<file path="config.mk">
export PLATFORM = sky130hd
export DESIGN_NAME = sram_rr_ctrl
export DESIGN_NICKNAME = d
export VERILOG_FILES = /design/src/rtl/sram_ctrl_pkg.sv /design/src/rtl/rr_arb2.sv /design/src/rtl/sram_rr_ctrl.sv
export SDC_FILE = /design/constraint.sdc
export NUM_CORES = 1
export LEC_CHECK = 0
export CAP_MARGIN = 40
export CELL_PAD_IN_SITES_DETAIL_PLACEMENT = 1
export CELL_PAD_IN_SITES_GLOBAL_PLACEMENT = 1
export CORE_MARGIN = 5
export CORE_UTILIZATION = 34
export DETAILED_ROUTE_END_ITERATION = 10
export GPL_ROUTABILITY_DRIVEN = 0
export PLACE_DENSITY = 0.86
export SLEW_MARGIN = 5
export SYNTH_ARGS = -nofsm -noshare
export SYNTH_HDL_FRONTEND = slang
export SYNTH_SLANG_ARGS = --single-unit
</file>
<file path="constraint.sdc">
create_clock -name clk -period 4.2 [get_ports clk]
set_input_delay 0.84 -clock clk [delete_from_list [all_inputs] [get_ports clk]]
set_output_delay 0.84 -clock clk [all_outputs]
set_load 0.01 [all_outputs]
</file>
<file path="src/rtl/sram_ctrl_pkg.sv">
// Shared types and sizes for the round-robin SRAM controller.
package sram_ctrl_pkg;

  localparam int unsigned SRAM_AW = 3;
  localparam int unsigned SRAM_DW = 32;

  typedef enum logic [1:0] {
    IDLE    = 2'd0,
    WR      = 2'd1,
    RD_ADDR = 2'd2,
    RD_CAP  = 2'd3
  } state_t;

  // Transaction fields captured from the winning requester at grant.
  typedef struct packed {
    logic               wr;
    logic [SRAM_AW-1:0] addr;
    logic [SRAM_DW-1:0] wdata;
  } req_t;

endpackage

</file>
<file path="src/rtl/rr_arb2.sv">
// Two-way round-robin arbiter: combinational grant, registered last-grant pointer.
module rr_arb2 #(
  parameter int unsigned FIRST_PRI = 0
) (
  input  logic       clk,
  input  logic       reset,
  input  logic [1:0] req,
  input  logic       upd_en,
  output logic [1:0] gnt_c
);

  // Index of the requester granted most recently; starts pointing away from FIRST_PRI.
  logic last_q;

  // Lone requester wins; on contention the one not granted last wins.
  always_comb begin
    gnt_c = 2'b00;
    case (req)
      2'b01:   gnt_c = 2'b01;
      2'b10:   gnt_c = 2'b10;
      2'b11:   gnt_c = last_q ? 2'b01 : 2'b10;
      default: gnt_c = 2'b00;
    endcase
  end

  // Pointer moves to whoever was just granted.
  always_ff @(posedge clk or posedge reset) begin
    if (reset) begin
      last_q <= ~1'(FIRST_PRI);
    end else if (upd_en && (gnt_c != 2'b00)) begin
      last_q <= gnt_c[1];
    end
  end

endmodule

</file>
<file path="src/rtl/sram_rr_ctrl.sv">
// Two-requester round-robin front end for the 8x32 DFF SRAM.
// Hides the SRAM's delayed read-address timing behind req/gnt/done.
module sram_rr_ctrl
  import sram_ctrl_pkg::*;
#(
  parameter int unsigned AW        = SRAM_AW,
  parameter int unsigned DW        = SRAM_DW,
  parameter int unsigned FIRST_PRI = 0
) (
  input  logic          clk,
  input  logic          reset,
  input  logic          req_a,
  input  logic          wr_a,
  input  logic [AW-1:0] addr_a,
  input  logic [DW-1:0] wdata_a,
  output logic          gnt_a,
  output logic          done_a,
  input  logic          req_b,
  input  logic          wr_b,
  input  logic [AW-1:0] addr_b,
  input  logic [DW-1:0] wdata_b,
  output logic          gnt_b,
  output logic          done_b,
  output logic [DW-1:0] rdata,
  output logic          sram_we,
  output logic [AW-1:0] sram_add,
  output logic [DW-1:0] sram_wd,
  input  logic [DW-1:0] sram_rd
);

  state_t        state_q, state_d;
  req_t          cap_q, cap_d;
  req_t          win_c;
  logic          owner_q, owner_d;
  logic [1:0]    gnt_q, gnt_d;
  logic [1:0]    done_q, done_d;
  logic          we_q, we_d;
  logic [DW-1:0] rdata_q;
  logic          rd_ld_c;
  logic          upd_en_c;
  logic [1:0]    arb_gnt_c;
  logic          win_b_c;

  rr_arb2 #(
    .FIRST_PRI (FIRST_PRI)
  ) u_arb (
    .clk    (clk),
    .reset  (reset),
    .req    ({req_b, req_a}),
    .upd_en (upd_en_c),
    .gnt_c  (arb_gnt_c)
  );

  // Mux the winning requester's transaction fields.
  always_comb begin
    win_b_c     = arb_gnt_c[1];
    win_c.wr    = win_b_c ? wr_b : wr_a;
    win_c.addr  = SRAM_AW'(win_b_c ? addr_b : addr_a);
    win_c.wdata = SRAM_DW'(win_b_c ? wdata_b : wdata_a);
  end

  // State register.
  always_ff @(posedge clk or posedge reset) begin
    if (reset) begin
      state_q <= IDLE;
    end else begin
      state_q <= state_d;
    end
  end

  // Next state plus next values of all registered outputs.
  always_comb begin
    state_d  = state_q;
    cap_d    = cap_q;
    owner_d  = owner_q;
    gnt_d    = 2'b00;
    done_d   = 2'b00;
    we_d     = 1'b0;
    rd_ld_c  = 1'b0;
    upd_en_c = 1'b0;
    case (state_q)
      IDLE: begin
        if (req_a || req_b) begin
          upd_en_c   = 1'b1;
          owner_d    = win_b_c;
          gnt_d      = arb_gnt_c;
          cap_d.wr   = win_c.wr;
          cap_d.addr = win_c.addr;
          if (win_c.wr) begin
            // Write data only moves on writes so sram_wd holds across reads.
            cap_d.wdata = win_c.wdata;
            we_d        = 1'b1;
            state_d     = WR;
          end else begin
            state_d = RD_ADDR;
          end
        end
      end
      RD_ADDR: begin
        state_d = RD_CAP;
      end
      WR, RD_CAP: begin
        // Last cycle of a transaction: announce completion to its owner.
        done_d  = owner_q ? 2'b10 : 2'b01;
        rd_ld_c = ~cap_q.wr;
        state_d = IDLE;
      end
      default: begin
        state_d = IDLE;
      end
    endcase
  end

  // Capture, handshake and SRAM pin registers.
  always_ff @(posedge clk or posedge reset) begin
    if (reset) begin
      cap_q   <= '0;
      owner_q <= 1'b0;
      gnt_q   <= 2'b00;
      done_q  <= 2'b00;
      we_q    <= 1'b0;
      rdata_q <= '0;
    end else begin
      cap_q   <= cap_d;
      owner_q <= owner_d;
      gnt_q   <= gnt_d;
      done_q  <= done_d;
      we_q    <= we_d;
      if (rd_ld_c) begin
        rdata_q <= sram_rd;
      end
    end
  end

  assign gnt_a    = gnt_q[0];
  assign gnt_b    = gnt_q[1];
  assign done_a   = done_q[0];
  assign done_b   = done_q[1];
  assign sram_we  = we_q;
  assign sram_add = AW'(cap_q.addr);
  assign sram_wd  = DW'(cap_q.wdata);
  assign rdata    = rdata_q;

endmodule

</file>
* Yosys cells after proc, flatten, opt, wreduce, memory -nomap -nowiden
Cells that the tools add are included.
** Storage, ports and cells
- Register bits :: 77
- Output and inout port bits :: 72
** Operators by class
- Equality and inequality tests :: 7
- Muxes and demuxes :: 18
- Bitwise operators :: 1
- Reductions and logical operators :: 7
** Operator list (count)
- two-way mux 32 bit :: 1
- two-way mux 2 bit :: 7
- one-hot mux 2 bit (3 select lines) :: 2
- == test 2 bit, second input constant :: 4
- two-way mux 1 bit :: 7
- == test 2 x 1 -> 1 bit, second input constant :: 2
- two-way mux 3 bit :: 1
- AND reduction 3 bit :: 1
- logical NOT 2 bit :: 1
- != test 2 bit, second input constant :: 1
- AND reduction 2 bit :: 1
- nonzero test 2 bit :: 1
- OR reduction 2 bit :: 1
- logical AND 1 bit :: 1
- logical OR 1 bit :: 1
- inverter 1 bit :: 1

* Depth between registers and ports, before layout
Gate-level depths: netlist of run 1.
- Word-level depth :: 6
- Mapped depth :: 7
- Mapped depth without buffers :: 3

* By module
A second synthesis of run 1 with hierarchy kept.
** Second synthesis, totals
- Cells, all modules :: 255
- Area total of the unflattened synthesis :: 3758.6 um^2
** Modules (own cells, without submodules)
- sram_rr_ctrl :: instances 1, cells each 248, area an instance 3698.5 um^2
- rr_arb2 :: instances 1, cells each 7, area an instance 60.1 um^2

* Least setup slack after synthesis of run 1
OpenSTA, ideal clock, no wires.
- Kind :: input to register
- Start point :: input port wr_a
- End point :: register cap_q (netlist bit sram_wd[0])
- Library setup time :: 0.094 ns
- Arrival :: 2.101 ns
- Data required time :: 4.106 ns
- Slack :: 2.005 ns
- Stages :: 6
- Path buffers :: 3
- Cells stage by stage :: or3b_1 clkbuf_1 or3_1 buf_2 buf_6 a221oi_2
** On the way
- Cells in the longest elaborated chain, start to end :: 2
** RTL lines
- start: declaration :: RTL line sram_rr_ctrl.sv:13 : input logic wr_a,
- two-way mux 1 bit :: RTL line sram_rr_ctrl.sv:57 : win_c.wr = win_b_c ? wr_b : wr_a;
- AND reduction 3 bit (no line)
- end signal: assignment :: RTL line sram_rr_ctrl.sv:124 : cap_q <= cap_d;
- end: declaration :: RTL line sram_rr_ctrl.sv:32 : req_t cap_q, cap_d;
Every way passes these cells.
A chain may end at the register's enable or synchronous reset.

* Final worst setup path of run 1
- Start point :: input port wr_a
- End point :: register cap_q (netlist bit sram_wd[4])
The elaborated chain is that of the path after synthesis.

==> results of run 1 <==
## kinds of logic after synthesis
logic type	count (synthesis)	share of synthesized area
and+or+nand+nor	43	0.06694
muxes	38	0.1084
DFF	77	0.4912
AOI/OAI and AO/OA	74	0.1906
buffers and inverters	105	0.1428
## metrics by stage
stage	hold WS (ps)	setup WS, ps
finish	451.7	1306
global route	479.6	1158
CTS	452.0	1296
detailed placement	436.2	960.6
global placement	429.7	870.0
floorplan	417.6	1395
## worst min path at each step
stage | slack, ps | start | endpoint | depth (start not counted)
2_1_floorplan | 420 | owner_q | done_q[0] | 1
3_3_place_gp | 430 | owner_q | done_q[0] | 1
3_5_place_dp | 440 | owner_q | done_q[0] | 1
4_1_cts | 450 | owner_q | done_q[0] | 1
5_1_grt | 480 | owner_q | done_q[0] | 1
6_report | 450 | owner_q | done_q[0] | 1
## cells in the final DEF, fill, tap and decap left out, types with 2 or more instances in the layout
cell type        synthesis  routed
a21o_1                   2       2
clkbuf_16                0       9
a221oi_1                 2       2
inv_1                   35      34
a221oi_2                30      30
nor2_1                   3       2
mux2_2                  36      36
nor4_1                  32      32
clkinvlp_4               0       2
a31oi_1                 32      32
buf_4                   35       8
buf_12                   0       3
dfrtp_1                 76      76
mux2i_1                  2       2
clkinv_2                 0       2
clkdlybuf4s50_1          0     179
nor2b_2                  0       2
## registers in the layout, indices dropped and copies added (netlist names)
| name | count |
|---|---|
| cap_q | 1 |
| done_q | 2 |
| gnt_q | 2 |
| owner_q | 1 |
| rdata | 32 |
| sram_add | 3 |
| sram_wd | 32 |
| sram_we | 1 |
| state_q | 2 |
| u_arb.last_q | 1 |
## area by class of cell
type	count	share of cell area
Sequential cell	77	0.3257
Timing Repair Buffer	190	0.3230
Multi-Input combinational cell	155	0.2471
Clock buffer	11	0.04101
Tap cell	143	0.03023
Inverter	36	0.02304
Clock inverter	5	0.009934
## worst max-delay path, cell delays in order
cell and delay, ps:
clkdlybuf4s50_1 500, or3b_1 350, buf_4 240, or3_2 640, buf_12 250, a221oi_2 270
## layer usage
layer  routed length, um  up-vias
li1                    -     1475
met1                4985     1563
met2                6315      148
met3                 879       12
met4                 182        0
met5                   0        -
## where the power goes
part	internal [mW]	switching [mW]	total (mW)
Clock	0.478	0.302	0.779
Sequential	1.12	0.222	1.34
Combinational	1.13	0.863	1.99
Total	2.72	1.39	4.11
==> run summary, run 1 <==
critical path startpoint category: input pin
top cell type's share of synthesized area: 0.4845
DP Area: 0.005618 mm2
Synth Cell Area: 0.003925 mm2
Final ANT Viol Nets: 0
root buffer cell: clkbuf_16
Worst-path clk slew: 60 ps
critical path class: input pin to register
PostCTS Resize Cnt: 0
Post-Synthesis Cells: 337
Worst Path Arrival: 3110 ps
GRT overflow: 0
largest net degree at the start of global routing: 43
layout filler cell count: 1,209
Final Cell Area: 0.005919 mm2
via count: 3,198
most frequent cells after synthesis: dfrtp_1 (76), mux2_2 (36), buf_4 (35), inv_1 (35)
async set-reset flop share out of synthesis: 1.000
crit-path max FO: 33
Setup crit start: wr_a
Peak supply drop: 0.3487 mV
CTS tree: built
die area: 0.01379 mm2
Starting Density: 0.3452
required time of the critical path: 4420 ps
number of unique standard cell types used by synthesis: 31
CTS Sinks: 77
Vias/cell: 5.183
Iteration-0 DRC Markers: 95
Seq/Total Area, Yosys: 0.4912
max-slew headroom at the worst pin: 0.4752
Core Region: 0.01137 mm2
GR Util met1: 0.2246
R2R Setup Slk: 1810 ps
Net count, final: 577
met3 global-route usage: 0.04957
syn nets: 445
clock buffer count from CTS: 9
IO Port Bufs: 179
Power Dens Cells: 694.4 mW/mm2
total power: 4.110 mW
reg-to-reg startpoint: state_q[0]
fin cells: 617
RSZ-0062 raised after global routing: false
initial antenna violation count: 0
Avg Inst Size Synth: 11.65 um2
n_diodes: 0
max-slew violations: 0
Synth area leader: dfrtp_1
H-tree depth: 3
crit path to: sram_wd[4]
worst r2r path cells: 5
area of the multi-input gates: 0.001463 mm2
CTS Buffer Depth: 2
Worst Setup End Kind: register
Setup TNS: 0 ps
top-level I/O count: 180
most frequent cell after synthesis: dfrtp_1
drt wl/cell: 20.04 um
leak pwr: 2.379 nW
fin crit share: 0.6890
yosys warns: 0
skew final: 9.581 ps
GRT Resource Usage Total: 0.1772
Global Route met2 Usage: 0.2977
final setup fails: 0
fmax: 0.3456 GHz
GR peak layer: met2
final WL: 12,360 um
placed insts: 601
DP HPWL: 9076 um
Hold Fails Final Rpt: 0
register area: 0.001928 mm2
FP Rows: 39
r2r endpoint: sram_wd[4]
P&R area growth vs syn: 50.81%
number of synthesized flops with an enable pin: 0
residual DRC count: 0
Final Util: 0.5206
status: complete, no violations
Horiz. Die Dim: 117.4 um
CTS Hold Bufs: 0
share of cells above drive strength 1: 0.2131
first drt pass iteration count: 5
register bit count reported by yosys: 77
Worst Tran Pin Value: 782.0 ps
maxcap violations: 0
vias in the first global route: 3,654
hold crit path type: register to register
setup bufs post-CTS: 0
largest cells by area after synthesis: dfrtp_1 (48%), a221oi_2 (11%), mux2_2 (10%)
worst skew pair latency: 330 ps
Min Clock Period, post-route: 2894 ps
die height: 117.4 um
first-pass GRT wire length: 19,930 um
ys flop type: dfrtp_1
(Power assumes the default switching activity.)
==> run 2: changes to the inputs <==
Settings changed: CORE_UTILIZATION 34 to 28, PLACE_DENSITY 0.86 to 0.76.
Clock period 4.2 ns to 2.32 ns, I/O delays scaled along.
==> run summary, run 2 (synthesis gave the netlist of run 1 again) <==
die height: 128.4 um (was 117.4 um)
P&R area growth vs syn: 53.68% (was 50.81%)
skew final: 3.764 ps (was 9.581 ps)
GRT Resource Usage Total: 0.1520 (was 0.1772)
first drt pass iteration count: 4 (was 5)
Setup WS post-layout: 235.8 ps (was 1306 ps)
clock buffer count from CTS: 9 (unchanged)
drt wl/cell: 18.99 um (was 20.04 um)
Setup TNS: 0 ps (unchanged)
RSZ-0062 raised after global routing: false (unchanged)
root buffer cell: clkbuf_16 (unchanged)
n_diodes: 0 (unchanged)
Net count, final: 580 (was 577)
worst skew pair latency: 330 ps (about the same)
Vias/cell: 4.903 (was 5.183)
critical path class: input pin to register (unchanged)
die area: 0.01649 mm2 (was 0.01379 mm2)
pre-CTS setup slack: -122.9 ps (was 960.6 ps)
Starting Density: 0.2839 (was 0.3452)
setup bufs post-CTS: 0 (unchanged)
leak pwr: 2.409 nW (was 2.379 nW)
PostCTS Resize Cnt: 0 (unchanged)
share of cells above drive strength 1: 0.2201 (was 0.2131)
largest net degree at the start of global routing: 78 (was 43)
max-slew violations: 0 (unchanged)
reg-to-reg startpoint: state_q[1] (was state_q[0])
GRT overflow: 0 (unchanged)
Core Region: 0.01383 mm2 (was 0.01137 mm2)
Worst Tran Pin Value: 455.0 ps (was 782.0 ps)
crit-path max FO: 32 (was 33)
hold crit path type: register to register (unchanged)
Peak supply drop: 0.3579 mV (was 0.3487 mV)
Worst-path clk slew: 60 ps (about the same)
Iteration-0 DRC Markers: 110 (was 95)
Worst Setup End Kind: register (unchanged)
CTS Hold Bufs: 0 (unchanged)
H-tree depth: 3 (unchanged)
status: complete, no violations (unchanged)
initial antenna violation count: 0 (unchanged)
maxcap violations: 0 (unchanged)
final setup fails: 0 (unchanged)
Final ANT Viol Nets: 0 (unchanged)
Setup crit start: wr_a (unchanged)
top-level I/O count: 180 (unchanged)
commonest non-fill, non-tap cell in the layout: clkdlybuf4s50_1 (unchanged)
first-pass GRT wire length: 19,780 um (was 19,930 um)
max-slew headroom at the worst pin: 0.6943 (was 0.4752)
DP HPWL: 8910 um (was 9076 um)
Min Clock Period, post-route: 2084 ps
residual DRC count: 0 (unchanged)
start point of the worst hold path: owner_q (unchanged)
Horiz. Die Dim: 128.4 um (was 117.4 um)
most frequent cells in the layout: clkdlybuf4s50_1 (179), dfrtp_1 (76), mux2_2 (36) (unchanged)
fin crit share: 0.8984
CTS Buffer Depth: 2 (unchanged)
Global Route met2 Usage: 0.2519 (was 0.2977)
IO Port Bufs: 179 (unchanged)
GR Util met1: 0.1927 (was 0.2246)
CTS Sinks: 77 (unchanged)
R2R Setup Slk: 440 ps (was 1810 ps)
Final Util: 0.4363 (was 0.5206)
final WL: 12,470 um (was 12,360 um)
Hold Fails Final Rpt: 0 (unchanged)
via count: 3,221 (was 3,198)
required time of the critical path: 2550 ps (was 4420 ps)
critical path startpoint category: input pin (unchanged)
CTS tree: built (unchanged)
FP Rows: 43 (was 39)
Power Dens Cells: 1271 mW/mm2 (was 694.4 mW/mm2)
met3 global-route usage: 0.04110 (was 0.04957)
GR peak layer: met2 (unchanged)
fmax: 0.4798 GHz
Worst Path Arrival: 2310 ps (was 3110 ps)
vias in the first global route: 3,680 (was 3,654)
-- run 2: cell types whose count changed in the layout (fill, tap and decap cells not counted) --
cell        previous run  this run
nor2_4                 1         0
clkinv_4               0         1
nor2_2                 0         1
bufinv_16              1         3
clkinv_2               2         0
clkbuf_1               1         0
clkinvlp_4             2         3
buf_4                  8        11
clkbuf_8               1         0
-- run 2: cell type report --
type                    instances  area (um2)
clock buffers                   9       225.2
fillers                      1458        7795
inverters                      36       138.9
well taps                     180       225.2
multi-input cells             155        1458
flip-flops and latches         77        1928
clock inverters                 7       122.6
repair buffers                193        1934
-- run 2: worst paths after layout --
path                       cells after the start           end
max reg2reg                                    4   sram_wd[30]
min                                            1     done_q[0]
max in group asynchronous                      3  u_arb.last_q
min reg2reg                                    1     done_q[0]
max                                            5   sram_wd[30]
min in group asynchronous                      3     rdata[16]
-- run 2: critical path, stage by stage --
cell and delay [ps]:
clkdlybuf4s50_1 500, or3b_1 380, or3_2 450, buf_12 200, a221oi_1 300
-- run 2: per-stage QoR --
| stage | cell area [um2] | std cells | hold WS, ps | power, mW |
|---|---|---|---|---|
| detailed placement | 5684 | 641 | 445.6 | 6.103 |
| floorplan | 3929 | 337 | 417.6 | 4.573 |
| global placement | 5684 | 641 | 435.3 | 5.966 |
| finish | 6032 | 657 | 447.8 | 7.666 |
| global route | 6032 | 657 | 489.0 | 8.134 |
| CTS | 6032 | 657 | 454.8 | 7.786 |
-- run 2: power by group --
group,total [mW],internal [mW],leakage (nW),switching [mW]
clock,1.64,1.06,0.162,0.582
combinational,3.62,2.06,1.36,1.56
sequential,2.41,2.02,0.891,0.384
-- run 2: routing by layer --
layer  up-vias  share of wire
li1       1484              -
met1      1571           0.42
met2       152           0.49
met3        14          0.081
met4         0          0.012
met5         -              0
